--- src/rtl/insn_fetch_sequencer_pkg.sv ---
// Shared types for the instruction fetch sequencer: FSM states,
// immediate sizing, and segment-prefix opcodes/encodings.
package insn_fetch_sequencer_pkg;

    localparam int IMM_MAX_BYTES = 2;
    localparam int IMM_CNT_W     = $clog2(IMM_MAX_BYTES + 1);
    localparam int IMM_W         = 8 * IMM_MAX_BYTES;

    typedef logic [IMM_CNT_W-1:0] imm_cnt_t;

    localparam imm_cnt_t IMM_MAX = imm_cnt_t'(IMM_MAX_BYTES);

    typedef enum logic [2:0] {
        FETCH_OP,
        WAIT_OP,
        CLASSIFY,
        MODRM,
        IMM,
        DONE
    } fsm_state_e;

    // Encoding matches the segment register file index
    typedef enum logic [1:0] {
        SEG_ES = 2'd0,
        SEG_CS = 2'd1,
        SEG_SS = 2'd2,
        SEG_DS = 2'd3
    } seg_e;

    localparam logic [7:0] PFX_ES = 8'h26;
    localparam logic [7:0] PFX_CS = 8'h2E;
    localparam logic [7:0] PFX_SS = 8'h36;
    localparam logic [7:0] PFX_DS = 8'h3E;

    function automatic imm_cnt_t clamp_imm(input logic [1:0] n);
        imm_cnt_t c;
        c = imm_cnt_t'(n);
        return (c > IMM_MAX) ? IMM_MAX : c;
    endfunction

    function automatic logic is_seg_prefix(input logic [7:0] b);
        return (b == PFX_ES) || (b == PFX_CS) ||
               (b == PFX_SS) || (b == PFX_DS);
    endfunction

    function automatic seg_e prefix_seg(input logic [7:0] b);
        seg_e s;
        s = SEG_DS;
        case (b)
            PFX_ES:  s = SEG_ES;
            PFX_CS:  s = SEG_CS;
            PFX_SS:  s = SEG_SS;
            default: s = SEG_DS;
        endcase
        return s;
    endfunction

endpackage

--- src/rtl/insn_fetch_sequencer_if.sv ---
// Instruction record handshake toward the microcode sequencer.
// PREFIX_EN adds the segment-override fields.
interface insn_fetch_sequencer_if;
    import insn_fetch_sequencer_pkg::*;

    logic             insn_valid;
    logic             insn_ready;
    logic [7:0]       insn_opcode;
    logic             insn_has_modrm;
    logic [IMM_W-1:0] insn_imm;
    logic [1:0]       insn_imm_bytes;
`ifdef PREFIX_EN
    logic             insn_seg_valid;
    seg_e             insn_seg;
`endif

    modport master (
`ifdef PREFIX_EN
        output insn_seg_valid,
        output insn_seg,
`endif
        output insn_valid,
        output insn_opcode,
        output insn_has_modrm,
        output insn_imm,
        output insn_imm_bytes,
        input  insn_ready
    );

    modport slave (
`ifdef PREFIX_EN
        input  insn_seg_valid,
        input  insn_seg,
`endif
        input  insn_valid,
        input  insn_opcode,
        input  insn_has_modrm,
        input  insn_imm,
        input  insn_imm_bytes,
        output insn_ready
    );

endinterface

--- src/rtl/insn_fetch_sequencer.sv ---
// Fetch sequencer: opcode pop, ROM classify, ModRM hand-off, immediate
// collection and record handshake. Optional macro PREFIX_EN: segment prefixes.
module insn_fetch_sequencer
    import insn_fetch_sequencer_pkg::*;
(
    input  logic                clk,
    input  logic                reset_n,
    input  logic                flush,
    output logic                fifo_rd_en,
    input  logic [7:0]          fifo_rd_data,
    input  logic                fifo_empty,
    output logic                modrm_start,
    input  logic                modrm_fifo_rd_en,
    input  logic                modrm_complete,
    output logic [7:0]          rom_opcode,
    input  logic                rom_has_modrm,
    input  logic [1:0]          rom_imm_bytes,
    insn_fetch_sequencer_if.master insn
);

    fsm_state_e       state_q, state_d;
    logic [7:0]       opcode_q, opcode_d;
    logic             has_modrm_q, has_modrm_d;
    imm_cnt_t         imm_bytes_q, imm_bytes_d;
    logic [IMM_W-1:0] imm_q, imm_d;
    imm_cnt_t         pop_cnt_q, pop_cnt_d;
    imm_cnt_t         st_cnt_q, st_cnt_d;
    logic             popped_q, popped_d;
`ifdef PREFIX_EN
    logic             seg_valid_q, seg_valid_d;
    seg_e             seg_q, seg_d;
`endif

    logic     rd_req;
    logic     start_req;
    imm_cnt_t rom_imm_c;

    assign rom_imm_c = clamp_imm(rom_imm_bytes);

    always_comb begin
        state_d     = state_q;
        opcode_d    = opcode_q;
        has_modrm_d = has_modrm_q;
        imm_bytes_d = imm_bytes_q;
        imm_d       = imm_q;
        pop_cnt_d   = pop_cnt_q;
        st_cnt_d    = st_cnt_q;
        popped_d    = 1'b0;
        rd_req      = 1'b0;
        start_req   = 1'b0;
`ifdef PREFIX_EN
        seg_valid_d = seg_valid_q;
        seg_d       = seg_q;
`endif

        unique case (state_q)
            FETCH_OP: begin
                if (!fifo_empty) begin
                    rd_req  = 1'b1;
                    state_d = WAIT_OP;
                end
            end

            WAIT_OP: begin
`ifdef PREFIX_EN
                if (is_seg_prefix(fifo_rd_data)) begin
                    seg_valid_d = 1'b1;
                    seg_d       = prefix_seg(fifo_rd_data);
                    state_d     = FETCH_OP;
                end else begin
                    opcode_d = fifo_rd_data;
                    state_d  = CLASSIFY;
                end
`else
                opcode_d = fifo_rd_data;
                state_d  = CLASSIFY;
`endif
            end

            CLASSIFY: begin
                has_modrm_d = rom_has_modrm;
                imm_bytes_d = rom_imm_c;
                imm_d       = '0;
                pop_cnt_d   = '0;
                st_cnt_d    = '0;
                // The decoder pops its ModRM byte in the start cycle
                if (rom_has_modrm) begin
                    start_req = 1'b1;
                    rd_req    = modrm_fifo_rd_en;
                    state_d   = MODRM;
                end else if (rom_imm_c != '0) begin
                    state_d = IMM;
                end else begin
                    state_d = DONE;
                end
            end

            MODRM: begin
                rd_req = modrm_fifo_rd_en;
                if (modrm_complete) begin
                    state_d = (imm_bytes_q != '0) ? IMM : DONE;
                end
            end

            IMM: begin
                if (popped_q) begin
                    if (st_cnt_q == '0) begin
                        imm_d[7:0] = fifo_rd_data;
                    end else begin
                        imm_d[15:8] = fifo_rd_data;
                    end
                    st_cnt_d = st_cnt_q + imm_cnt_t'(1);
                    if ((st_cnt_q + imm_cnt_t'(1)) == imm_bytes_q) begin
                        state_d = DONE;
                    end
                end
                if ((pop_cnt_q < imm_bytes_q) && !fifo_empty) begin
                    rd_req    = 1'b1;
                    pop_cnt_d = pop_cnt_q + imm_cnt_t'(1);
                    popped_d  = 1'b1;
                end
            end

            DONE: begin
                if (insn.insn_ready) begin
                    state_d   = FETCH_OP;
                    pop_cnt_d = '0;
                    st_cnt_d  = '0;
`ifdef PREFIX_EN
                    seg_valid_d = 1'b0;
                    seg_d       = SEG_ES;
`endif
                end
            end

            default: state_d = FETCH_OP;
        endcase

        // Abort wins over everything, including a same-cycle handshake
        if (flush) begin
            state_d   = FETCH_OP;
            imm_d     = '0;
            pop_cnt_d = '0;
            st_cnt_d  = '0;
            popped_d  = 1'b0;
            rd_req    = 1'b0;
            start_req = 1'b0;
`ifdef PREFIX_EN
            seg_valid_d = 1'b0;
            seg_d       = SEG_ES;
`endif
        end
    end

    always_ff @(posedge clk or negedge reset_n) begin
        if (!reset_n) begin
            state_q     <= FETCH_OP;
            opcode_q    <= '0;
            has_modrm_q <= 1'b0;
            imm_bytes_q <= '0;
            imm_q       <= '0;
            pop_cnt_q   <= '0;
            st_cnt_q    <= '0;
            popped_q    <= 1'b0;
`ifdef PREFIX_EN
            seg_valid_q <= 1'b0;
            seg_q       <= SEG_ES;
`endif
        end else begin
            state_q     <= state_d;
            opcode_q    <= opcode_d;
            has_modrm_q <= has_modrm_d;
            imm_bytes_q <= imm_bytes_d;
            imm_q       <= imm_d;
            pop_cnt_q   <= pop_cnt_d;
            st_cnt_q    <= st_cnt_d;
            popped_q    <= popped_d;
`ifdef PREFIX_EN
            seg_valid_q <= seg_valid_d;
            seg_q       <= seg_d;
`endif
        end
    end

    // Reset gating keeps the pop/start strobes low while reset is held
    assign fifo_rd_en  = rd_req & ~fifo_empty & reset_n;
    assign modrm_start = start_req & reset_n;
    assign rom_opcode  = opcode_q;

    assign insn.insn_valid     = (state_q == DONE);
    assign insn.insn_opcode    = opcode_q;
    assign insn.insn_has_modrm = has_modrm_q;
    assign insn.insn_imm       = imm_q;
    assign insn.insn_imm_bytes = imm_bytes_q;
`ifdef PREFIX_EN
    assign insn.insn_seg_valid = seg_valid_q;
    assign insn.insn_seg       = seg_q;
`endif

endmodule

--- src/flat_wrapper.sv ---
// flat-port wrapper written by rule: the top's interface ports become plain ports
module insn_fetch_sequencer_flat import insn_fetch_sequencer_pkg::*;
  (clk, reset_n, flush, fifo_rd_en, fifo_rd_data, fifo_empty, modrm_start, modrm_fifo_rd_en, modrm_complete, rom_opcode, rom_has_modrm, rom_imm_bytes, insn_insn_valid, insn_insn_opcode, insn_insn_has_modrm, insn_insn_imm, insn_insn_imm_bytes, insn_insn_ready);
  insn_fetch_sequencer_if insn_i ();
  input  logic clk;
  input  logic reset_n;
  input  logic flush;
  output logic fifo_rd_en;
  input  logic [7:0] fifo_rd_data;
  input  logic fifo_empty;
  output logic modrm_start;
  input  logic modrm_fifo_rd_en;
  input  logic modrm_complete;
  output logic [7:0] rom_opcode;
  input  logic rom_has_modrm;
  input  logic [1:0] rom_imm_bytes;
  output wire logic [$bits(insn_i.insn_valid)-1:0] insn_insn_valid;
  output wire logic [$bits(insn_i.insn_opcode)-1:0] insn_insn_opcode;
  output wire logic [$bits(insn_i.insn_has_modrm)-1:0] insn_insn_has_modrm;
  output wire logic [$bits(insn_i.insn_imm)-1:0] insn_insn_imm;
  output wire logic [$bits(insn_i.insn_imm_bytes)-1:0] insn_insn_imm_bytes;
  input wire logic [$bits(insn_i.insn_ready)-1:0] insn_insn_ready;
  assign insn_insn_valid = insn_i.insn_valid;
  assign insn_insn_opcode = insn_i.insn_opcode;
  assign insn_insn_has_modrm = insn_i.insn_has_modrm;
  assign insn_insn_imm = insn_i.insn_imm;
  assign insn_insn_imm_bytes = insn_i.insn_imm_bytes;
  assign insn_i.insn_ready = insn_insn_ready;
  insn_fetch_sequencer u_core (.clk(clk), .reset_n(reset_n), .flush(flush), .fifo_rd_en(fifo_rd_en), .fifo_rd_data(fifo_rd_data), .fifo_empty(fifo_empty), .modrm_start(modrm_start), .modrm_fifo_rd_en(modrm_fifo_rd_en), .modrm_complete(modrm_complete), .rom_opcode(rom_opcode), .rom_has_modrm(rom_has_modrm), .rom_imm_bytes(rom_imm_bytes), .insn(insn_i));
endmodule
--- config.mk ---
export PLATFORM = sky130hd
export DESIGN_NAME = insn_fetch_sequencer_flat
export DESIGN_NICKNAME = d
export VERILOG_FILES = /design/src/rtl/insn_fetch_sequencer_pkg.sv /design/src/rtl/insn_fetch_sequencer_if.sv /design/src/rtl/insn_fetch_sequencer.sv /design/src/flat_wrapper.sv
export SDC_FILE = /design/constraint.sdc
export NUM_CORES = 1
export LEC_CHECK = 0
export BUFFER_PORTS_ARGS = -buffer_cell sky130_fd_sc_hd__buf_2
export CAP_MARGIN = 20
export CELL_PAD_IN_SITES_DETAIL_PLACEMENT = 1
export CELL_PAD_IN_SITES_GLOBAL_PLACEMENT = 2
export CORE_UTILIZATION = 34
export DETAILED_ROUTE_END_ITERATION = 6
export PLACE_DENSITY_LB_ADDON = 0.1
export SETUP_SLACK_MARGIN = 0.2
export SLEW_MARGIN = 10
export SYNTH_ARGS = -nofsm -noshare
export SYNTH_HDL_FRONTEND = slang
export SYNTH_SLANG_ARGS = --single-unit
--- constraint.sdc ---
create_clock -name clk -period 3.3 [get_ports clk]
set_input_delay 0.66 -clock clk [delete_from_list [all_inputs] [get_ports clk]]
set_output_delay 0.66 -clock clk [all_outputs]
set_load 0.01 [all_outputs]
==> impl_summary.log, run 1 <==
INFO  metric routedWlPerCell = 16.4 um
INFO  metric worstSetupPathType = reg2out
INFO  metric maximum_number_of_pins_on_one_net_before_global_route_repair = 24
INFO  metric grt_pass1_vias = around 1,500
INFO  metric crit_required = between 2 and 3 ns
INFO  metric clk_transition_reported_paths = ~0.080 ns
INFO  metric clockPowerShare = 0.228
INFO  metric mostFrequentLayoutCells = 55 x sky130_fd_sc_hd__buf_2, 35 x sky130_fd_sc_hd__dfrtp_1, 27 x sky130_fd_sc_hd__mux2_2, 9 x sky130_fd_sc_hd__nor2_1, 8 x sky130_fd_sc_hd__and2_1
INFO  metric rsz0062_at_grt = false
INFO  metric finalMaxSlewViolations = 0
INFO  metric num_antenna_cells = 0
INFO  metric share_of_the_yosys_chip_area_belonging_to_registers = 0.495
INFO  metric avgSynthCellArea = ~12 sq um
INFO  metric drtPass1Iterations = 3
INFO  metric final.period_utilization = 0.760
INFO  metric syn_to_final_growth = 22.5%
INFO  metric setup_viol_count_final = 0
INFO  metric worst-path-max-fanout = 4
INFO  metric synth_area = roughly 1800 sq um
INFO  metric synth_edf_count = 0
INFO  metric worst-path-stages = 6
INFO  metric fin_nets = approximately 220
INFO  metric seq_power_share = 0.381
INFO  metric run_status = complete, no violations
INFO  metric worst_slew_pin_slew = between 0.7 and 0.8 ns
INFO  metric pwr_density = approximately 780 nW/um^2
INFO  metric num_io_pins = 56
INFO  metric worst_path_dominant_cell_family = compound AO/OA/AOI/OAI gates
INFO  metric place.port_buffers = between 50 and 60
INFO  metric timing.critical_path.to_type = output port
INFO  metric fp.coreArea = 4880 sq um
INFO  metric crit_path_cell_trace = inv_1 > ha_1 > a211oi_1 > o211ai_1 > a21oi_1 > buf_2
INFO  metric vias_per_cell = between 4 and 5
INFO  metric antenna_found_initial = 0
INFO  metric max-vdd-ir-drop = 0.388 mV
INFO  metric static_leak = about 1.1 nW
INFO  metric drt_drc_violations_left = 0
INFO  metric detailed_place_hpwl = 3390 um
INFO  metric die_area = ~5500 sq um
INFO  metric most_common_library_cell_in_the_layout_ignoring_fill_and_taps = sky130_fd_sc_hd__buf_2
INFO  metric crit_path_start_kind = register
INFO  metric ys_seq_elements = 35
INFO  metric seqCellArea = 876 sq um
INFO  metric layout_cell_share_with_drive_strength_beyond_1 = 0.480
INFO  metric final_hold_viol_count = 0
INFO  metric clock_skew = 0.00769 ns
INFO  metric die_width = 74.2 um
INFO  metric cp_data_arrival_time = about 1.9 ns
INFO  metric syn_inst = ~150
INFO  metric timing.slew.headroom = 0.464
INFO  metric antenna_violating_nets_left = 0
INFO  metric cts_root_buffer = sky130_fd_sc_hd__clkbuf_8
INFO  metric total_switching_power = 0.633 mW
INFO  metric number_of_clock_sinks = 35
INFO  metric stdcell_area = between 2000 and 2500 sq um
INFO  metric place_area = 2060 sq um
INFO  metric layout_min_cycle_time = between 2 and 3 ns
INFO  metric r2r.worst_path.cells = 5
INFO  metric grt_usage = 0.183
INFO  metric fill_cells = between 500 and 600
INFO  metric cts_setup_buffers = 0
INFO  metric drt_wl_total = about 4400 um
INFO  metric slowest_stage_delay_on_critical_path = 0.41 ns
INFO  metric hp-class = in2async
INFO  metric gpl.final_weighted_congestion = about 0.78
INFO  metric power.share.switching = 0.373
INFO  metric numCtsBuffers = 5
INFO  metric cts-root-to-sink-buffers = 2
INFO  metric die_h = between 70 and 80 um
INFO  metric synth-async-reset-ratio = 1.00
INFO  metric worst_skew_pair.late_latency = 0.29 ns
INFO  metric cts_hold_repair.buffers = 0
INFO  metric initial_core_util = 0.363
INFO  metric rows = 25
INFO  metric globalRouteOverflowTotal = 0
INFO  metric path_buf_inv = 2
INFO  metric post_route_core_utilization = 0.444
INFO  metric maxCapViolCount = 0
INFO  metric standard_cell_with_the_maximum_stage_delay_on_the_critical_path = sky130_fd_sc_hd__dfrtp_1
INFO  metric timing.setup.tns = 0 ns
INFO  metric max_freq = approximately 0.40 GHz
INFO  metric synth.net_count = 171
INFO  metric cts_resized = 0
INFO  metric combPwrFrac = 0.391
INFO  metric htree_levels = 2
INFO  metric synth_top_flop_cell = sky130_fd_sc_hd__dfrtp_1
INFO  metric yosysUniqueCellTypes = 38
INFO  metric clock_tree_from_tritoncts = built
INFO  metric synthesis.yosys.warnings = 0
INFO  metric multi_input_area = 779 sq um
INFO  metric vias = around 1,300
INFO  metric wire_length_of_the_first_global_routing_pass = 7270 um
INFO  metric power_report.internal_total = approximately 1.1 mW
INFO  metric detail_route.iter0.violations = 60
sequential cells by signal, summed over array words and instances (netlist names):
register,count
u_core.st_cnt_q,2
u_core.insn.insn_opcode,8
u_core.insn.insn_imm_bytes,2
u_core.state_q,3
u_core.pop_cnt_q,2
u_core.insn.insn_has_modrm,1
u_core.popped_q,1
u_core.insn.insn_imm,16
cell usage after synthesis, types with 3 or more instances:
library cell                n  area (sq um)
sky130_fd_sc_hd__a211oi_1   3          22.5
sky130_fd_sc_hd__a21oi_1    4          20.0
sky130_fd_sc_hd__and2_1     8          50.1
sky130_fd_sc_hd__buf_4      9          67.6
sky130_fd_sc_hd__dfrtp_1   35           876
sky130_fd_sc_hd__inv_1      7          26.3
sky130_fd_sc_hd__mux2_2    27           304
sky130_fd_sc_hd__nand2_1    3          11.3
sky130_fd_sc_hd__nand2b_1   3          18.8
sky130_fd_sc_hd__nand3b_1   3          22.5
sky130_fd_sc_hd__nor2_1     9          33.8
sky130_fd_sc_hd__o211ai_1   3          22.5
sky130_fd_sc_hd__o21ai_1    3          15.0
cell families (layout without fill, tap and decap cells):
family,Yosys count,after routing,synth area share
compound gates,25,25,0.0982
xor+xnor,2,2,0.00990
fa+ha+maj,2,2,0.0141
buf+inv,19,72,0.0650
flops,35,35,0.495
mux,29,29,0.183
simple gates,39,39,0.135
final cells by class:
cell class                      count  area share
Clock buffer                        5      0.0317
Clock inverter                      3      0.0202
Inverter                            7      0.0121
Multi-Input combinational cell     97       0.359
Sequential cell                    35       0.404
Tap cell                           67      0.0387
Timing Repair Buffer               57       0.134
routing by layer:
| metal | wire length [um] | GRT usage |
|---|---|---|
| met1 | 1920 | 0.213 |
| met3 | 234 | 0.0610 |
| met5 | 0 | 0 |
| met4 | 69 | 0.0705 |
| met2 | 2220 | 0.312 |
metrics by stage:
step	total power [mW]	cells	worst slack (ns)	hold slack, ns
CTS	1.73	271	0.766	0.342
global placement	1.32	263	1.08	0.485
finish	1.70	271	0.792	0.338
global route	1.82	271	0.605	0.346
detailed placement	1.33	263	1.05	0.491
floorplan	1.14	151	1.27	0.364
worst register-to-register path, stage by stage (launching register included):
cell and delay (ns):
sky130_fd_sc_hd__dfrtp_1 0.49, sky130_fd_sc_hd__nand2b_1 0.21, sky130_fd_sc_hd__nor3_1 0.63, sky130_fd_sc_hd__buf_4 0.27
sky130_fd_sc_hd__and2_1 0.15, sky130_fd_sc_hd__mux2_2 0.15
worst paths after layout:
| kind | start | to | slack (ns) |
|---|---|---|---|
| worst max-delay path | u_core.insn.insn_imm_bytes[1]$_DFFE_PN0P_ | fifo_rd_en | 0.79 |
| worst min-delay path | reset_n | u_core.insn.insn_imm[6]$_DFFE_PN0P_ | 0.34 |
| worst max register to register | u_core.state_q[1]$_DFFE_PN0P_ | u_core.insn.insn_imm[9]$_DFFE_PN0P_ | 1.35 |
| worst min register to register | u_core.insn.insn_imm[2]$_DFFE_PN0P_ | u_core.insn.insn_imm[2]$_DFFE_PN0P_ | 0.50 |
| max in group asynchronous | reset_n | u_core.insn.insn_imm[12]$_DFFE_PN0P_ | 2.35 |
| min in group clk | u_core.insn.insn_imm[2]$_DFFE_PN0P_ | u_core.insn.insn_imm[2]$_DFFE_PN0P_ | 0.50 |
power groups by stage:
stage               logic [mW]  registers, mW  clock network, mW
finish                   0.663          0.645              0.388
global route             0.727          0.667              0.424
CTS                      0.676          0.647              0.404
detailed placement       0.672          0.655                  0
global placement         0.674          0.644                  0
floorplan                0.497          0.646                  0
Note: power is estimated with default switching activity, not from simulation.
==> run 2, diff against run 1 <==
--- a/config.mk
+++ b/config.mk
@@ -9,7 +9,7 @@
 export CAP_MARGIN = 20
 export CELL_PAD_IN_SITES_DETAIL_PLACEMENT = 1
 export CELL_PAD_IN_SITES_GLOBAL_PLACEMENT = 2
-export CORE_UTILIZATION = 34
+export CORE_UTILIZATION = 32
 export DETAILED_ROUTE_END_ITERATION = 6
 export PLACE_DENSITY_LB_ADDON = 0.1
 export SETUP_SLACK_MARGIN = 0.2
==> constraint.sdc (replaced) <==
create_clock -name clk -period 2.6 [get_ports clk]
set_input_delay 0.52 -clock clk [delete_from_list [all_inputs] [get_ports clk]]
set_output_delay 0.52 -clock clk [all_outputs]
set_load 0.01 [all_outputs]
==> impl_summary.log, run 2 (same netlist as run 1, synthesis figures left out) <==
INFO  metric path_buf_inv = 2
INFO  metric layout_cell_share_with_drive_strength_beyond_1 = 0.488
INFO  metric clk_transition_reported_paths = approximately 0.07 ns
INFO  metric max-vdd-ir-drop = approximately 0.37 mV
INFO  metric detailed_place_hpwl = about 3600 um
INFO  metric gpl.final_weighted_congestion = around 0.8
INFO  metric cts-root-to-sink-buffers = 2
INFO  metric layoutNonFillerInstCount = around 280
INFO  metric fp.coreArea = roughly 5200 sq um
INFO  metric routedWlPerCell = roughly 17 um
INFO  metric grt_usage = 0.176
INFO  metric drt_wl_total = 4700 um
INFO  metric static_leak = ~1.1 nW
INFO  metric run_status = complete, no violations
INFO  metric timing.critical_path.to_type = output port
INFO  metric slowest_stage_delay_on_critical_path = 0.40 ns
INFO  metric setup_viol_count_final = 0
INFO  metric fin_nets = around 230
INFO  metric globalRouteOverflowTotal = 0
INFO  metric initial_core_util = 0.340
INFO  metric largest_reg_flops = 16
INFO  metric place.port_buffers = 55
INFO  metric numPlacedInstances = 268
INFO  metric final.period_utilization = 0.870
INFO  metric cp_data_arrival_time = between 1.5 and 2 ns
INFO  metric detail_route.iter0.violations = 48
INFO  metric antenna_found_initial = 0
INFO  metric most_common_library_cell_in_the_layout_ignoring_fill_and_taps = sky130_fd_sc_hd__buf_2
INFO  metric drtPass1Iterations = 3
INFO  metric hp-class = in2async
INFO  metric rows = 26
INFO  metric layout_min_cycle_time = around 2.3 ns
INFO  metric rsz0062_at_grt = false
INFO  metric die_area = approximately 6000 sq um
INFO  metric die_h = approximately 76 um
INFO  metric max_freq = 0.442 GHz
INFO  metric grt_pass1_vias = about 1,500
INFO  metric num_io_pins = 56
INFO  metric htree_levels = 2
INFO  metric vias_per_cell = ~4.9
INFO  metric wire_length_of_the_first_global_routing_pass = approximately 7900 um
INFO  metric crit_required = between 2 and 2.5 ns
INFO  metric r2r.worst_path.cells = 4
INFO  metric standard_cell_with_the_maximum_stage_delay_on_the_critical_path = sky130_fd_sc_hd__dfrtp_1
INFO  metric cts_hold_repair.buffers = 0
INFO  metric timing.slew.headroom = 0.563
INFO  metric maxCapViolCount = 0
INFO  metric pwr_density = a little under 1000 nW/um^2
INFO  metric worst_slew_pin_slew = approximately 0.66 ns
INFO  metric mostFrequentLayoutCells = 55 x sky130_fd_sc_hd__buf_2, 35 x sky130_fd_sc_hd__dfrtp_1, 27 x sky130_fd_sc_hd__mux2_2, 9 x sky130_fd_sc_hd__nor2_1, 8 x sky130_fd_sc_hd__and2_1
INFO  metric final_hold_viol_count = 0
INFO  metric crit_path_start_kind = register
INFO  metric clock_tree_from_tritoncts = built
INFO  metric numCtsBuffers = 5
INFO  metric antenna_violating_nets_left = 0
INFO  metric finalMaxSlewViolations = 0
INFO  metric syn_to_final_growth = 23.5%
INFO  metric number_of_clock_sinks = 35
INFO  metric maximum_number_of_pins_on_one_net_before_global_route_repair = 17
INFO  metric pre_cts_slack = ~0.57 ns
INFO  metric timing.setup.tns = 0 ns
INFO  metric finalPower = approximately 2.1 mW
INFO  metric worst-path-stages = 6
INFO  metric worst_skew_pair.late_latency = 0.28 ns
INFO  metric clock_skew = between 0.003 and 0.004 ns
INFO  metric timing.final.ws_setup = roughly 0.34 ns
INFO  metric die_width = about 76 um
INFO  metric worstSetupPathType = reg2out
INFO  metric vias = ~1,400
INFO  metric cts_root_buffer = sky130_fd_sc_hd__clkbuf_8
INFO  metric crit_path_cell_trace = inv_1 > ha_1 > a211oi_2 > o211ai_1 > a21oi_1 > buf_2
INFO  metric drt_drc_violations_left = 0
INFO  metric timing.hold.ws = approximately 0.078 ns
INFO  metric worst-path-max-fanout = 3
INFO  metric worst_path_dominant_cell_family = compound AO/OA/AOI/OAI gates
INFO  metric num_antenna_cells = 0
run 2: cell types whose count changed in the layout (fill, tap and decap cells not counted), sizes merged:
cell / delta
clkbuf: +3
buf: +3
clkinv: -2
bufinv: -1
run 2: through the flow:
stage,area (sq um),util
3_3_place_gp,2070,0.399
2_1_floorplan,1770,-
6_report,2190,0.420
3_5_place_dp,2070,0.399
5_1_grt,2190,0.420
4_1_cts,2170,0.418
run 2: where the power goes:
part | total, mW | internal [mW] | switching, mW | leakage, nW
clock | 0.428 | 0.242 | 0.186 | 0.0515
sequential | 0.824 | 0.677 | 0.146 | 0.463
combinational | 0.879 | 0.407 | 0.472 | 0.605
run 2: path summary, 6_finish.rpt:
path	startpoint	end	slack (ns)
min in group clk	fifo_rd_data[1]	u_core.insn.insn_opcode[1]$_DFFE_PN0P_	0.48
worst min-delay path	reset_n	u_core.insn.insn_imm[1]$_DFFE_PN0P_	0.08
worst max-delay path	u_core.insn.insn_imm_bytes[1]$_DFFE_PN0P_	fifo_rd_en	0.34
worst max register to register	u_core.state_q[2]$_DFFE_PN0P_	u_core.insn.insn_imm[0]$_DFFE_PN0P_	0.63
max in group asynchronous	reset_n	u_core.insn.insn_imm[11]$_DFFE_PN0P_	2.06
worst min register to register	u_core.insn.insn_imm[8]$_DFFE_PN0P_	u_core.insn.insn_imm[8]$_DFFE_PN0P_	0.51
run 2: routing by layer:
metal  wire (um)  global-route usage  up-vias
met2        2430               0.303       31
met4          40              0.0462        0
met3         224              0.0539        5
li1            -                   -      633
met5           0                   0        -
met1        2010               0.213      691
run 2: final cells by class:
class                           count  area (sq um)
Multi-Input combinational cell     97           785
Timing Repair Buffer               60           313
Clock buffer                        8           100
Fill cell                         608          3020
Inverter                            7          26.3
Sequential cell                    35           876
Tap cell                           70          87.6
run 2: timing repair:
item                                    in CTS  in global routing
buffers inserted                             0                  1
resized for setup                            0                  1
endpoints found under the setup margin       0                  1
run 2: worst reg2reg max path, cell delays in order (launching register included):
cell	delay (ns)
sky130_fd_sc_hd__dfrtp_1	0.53
sky130_fd_sc_hd__nand2b_2	0.27
sky130_fd_sc_hd__o21ai_1	0.11
sky130_fd_sc_hd__a21oi_2	0.53
sky130_fd_sc_hd__mux2_2	0.42
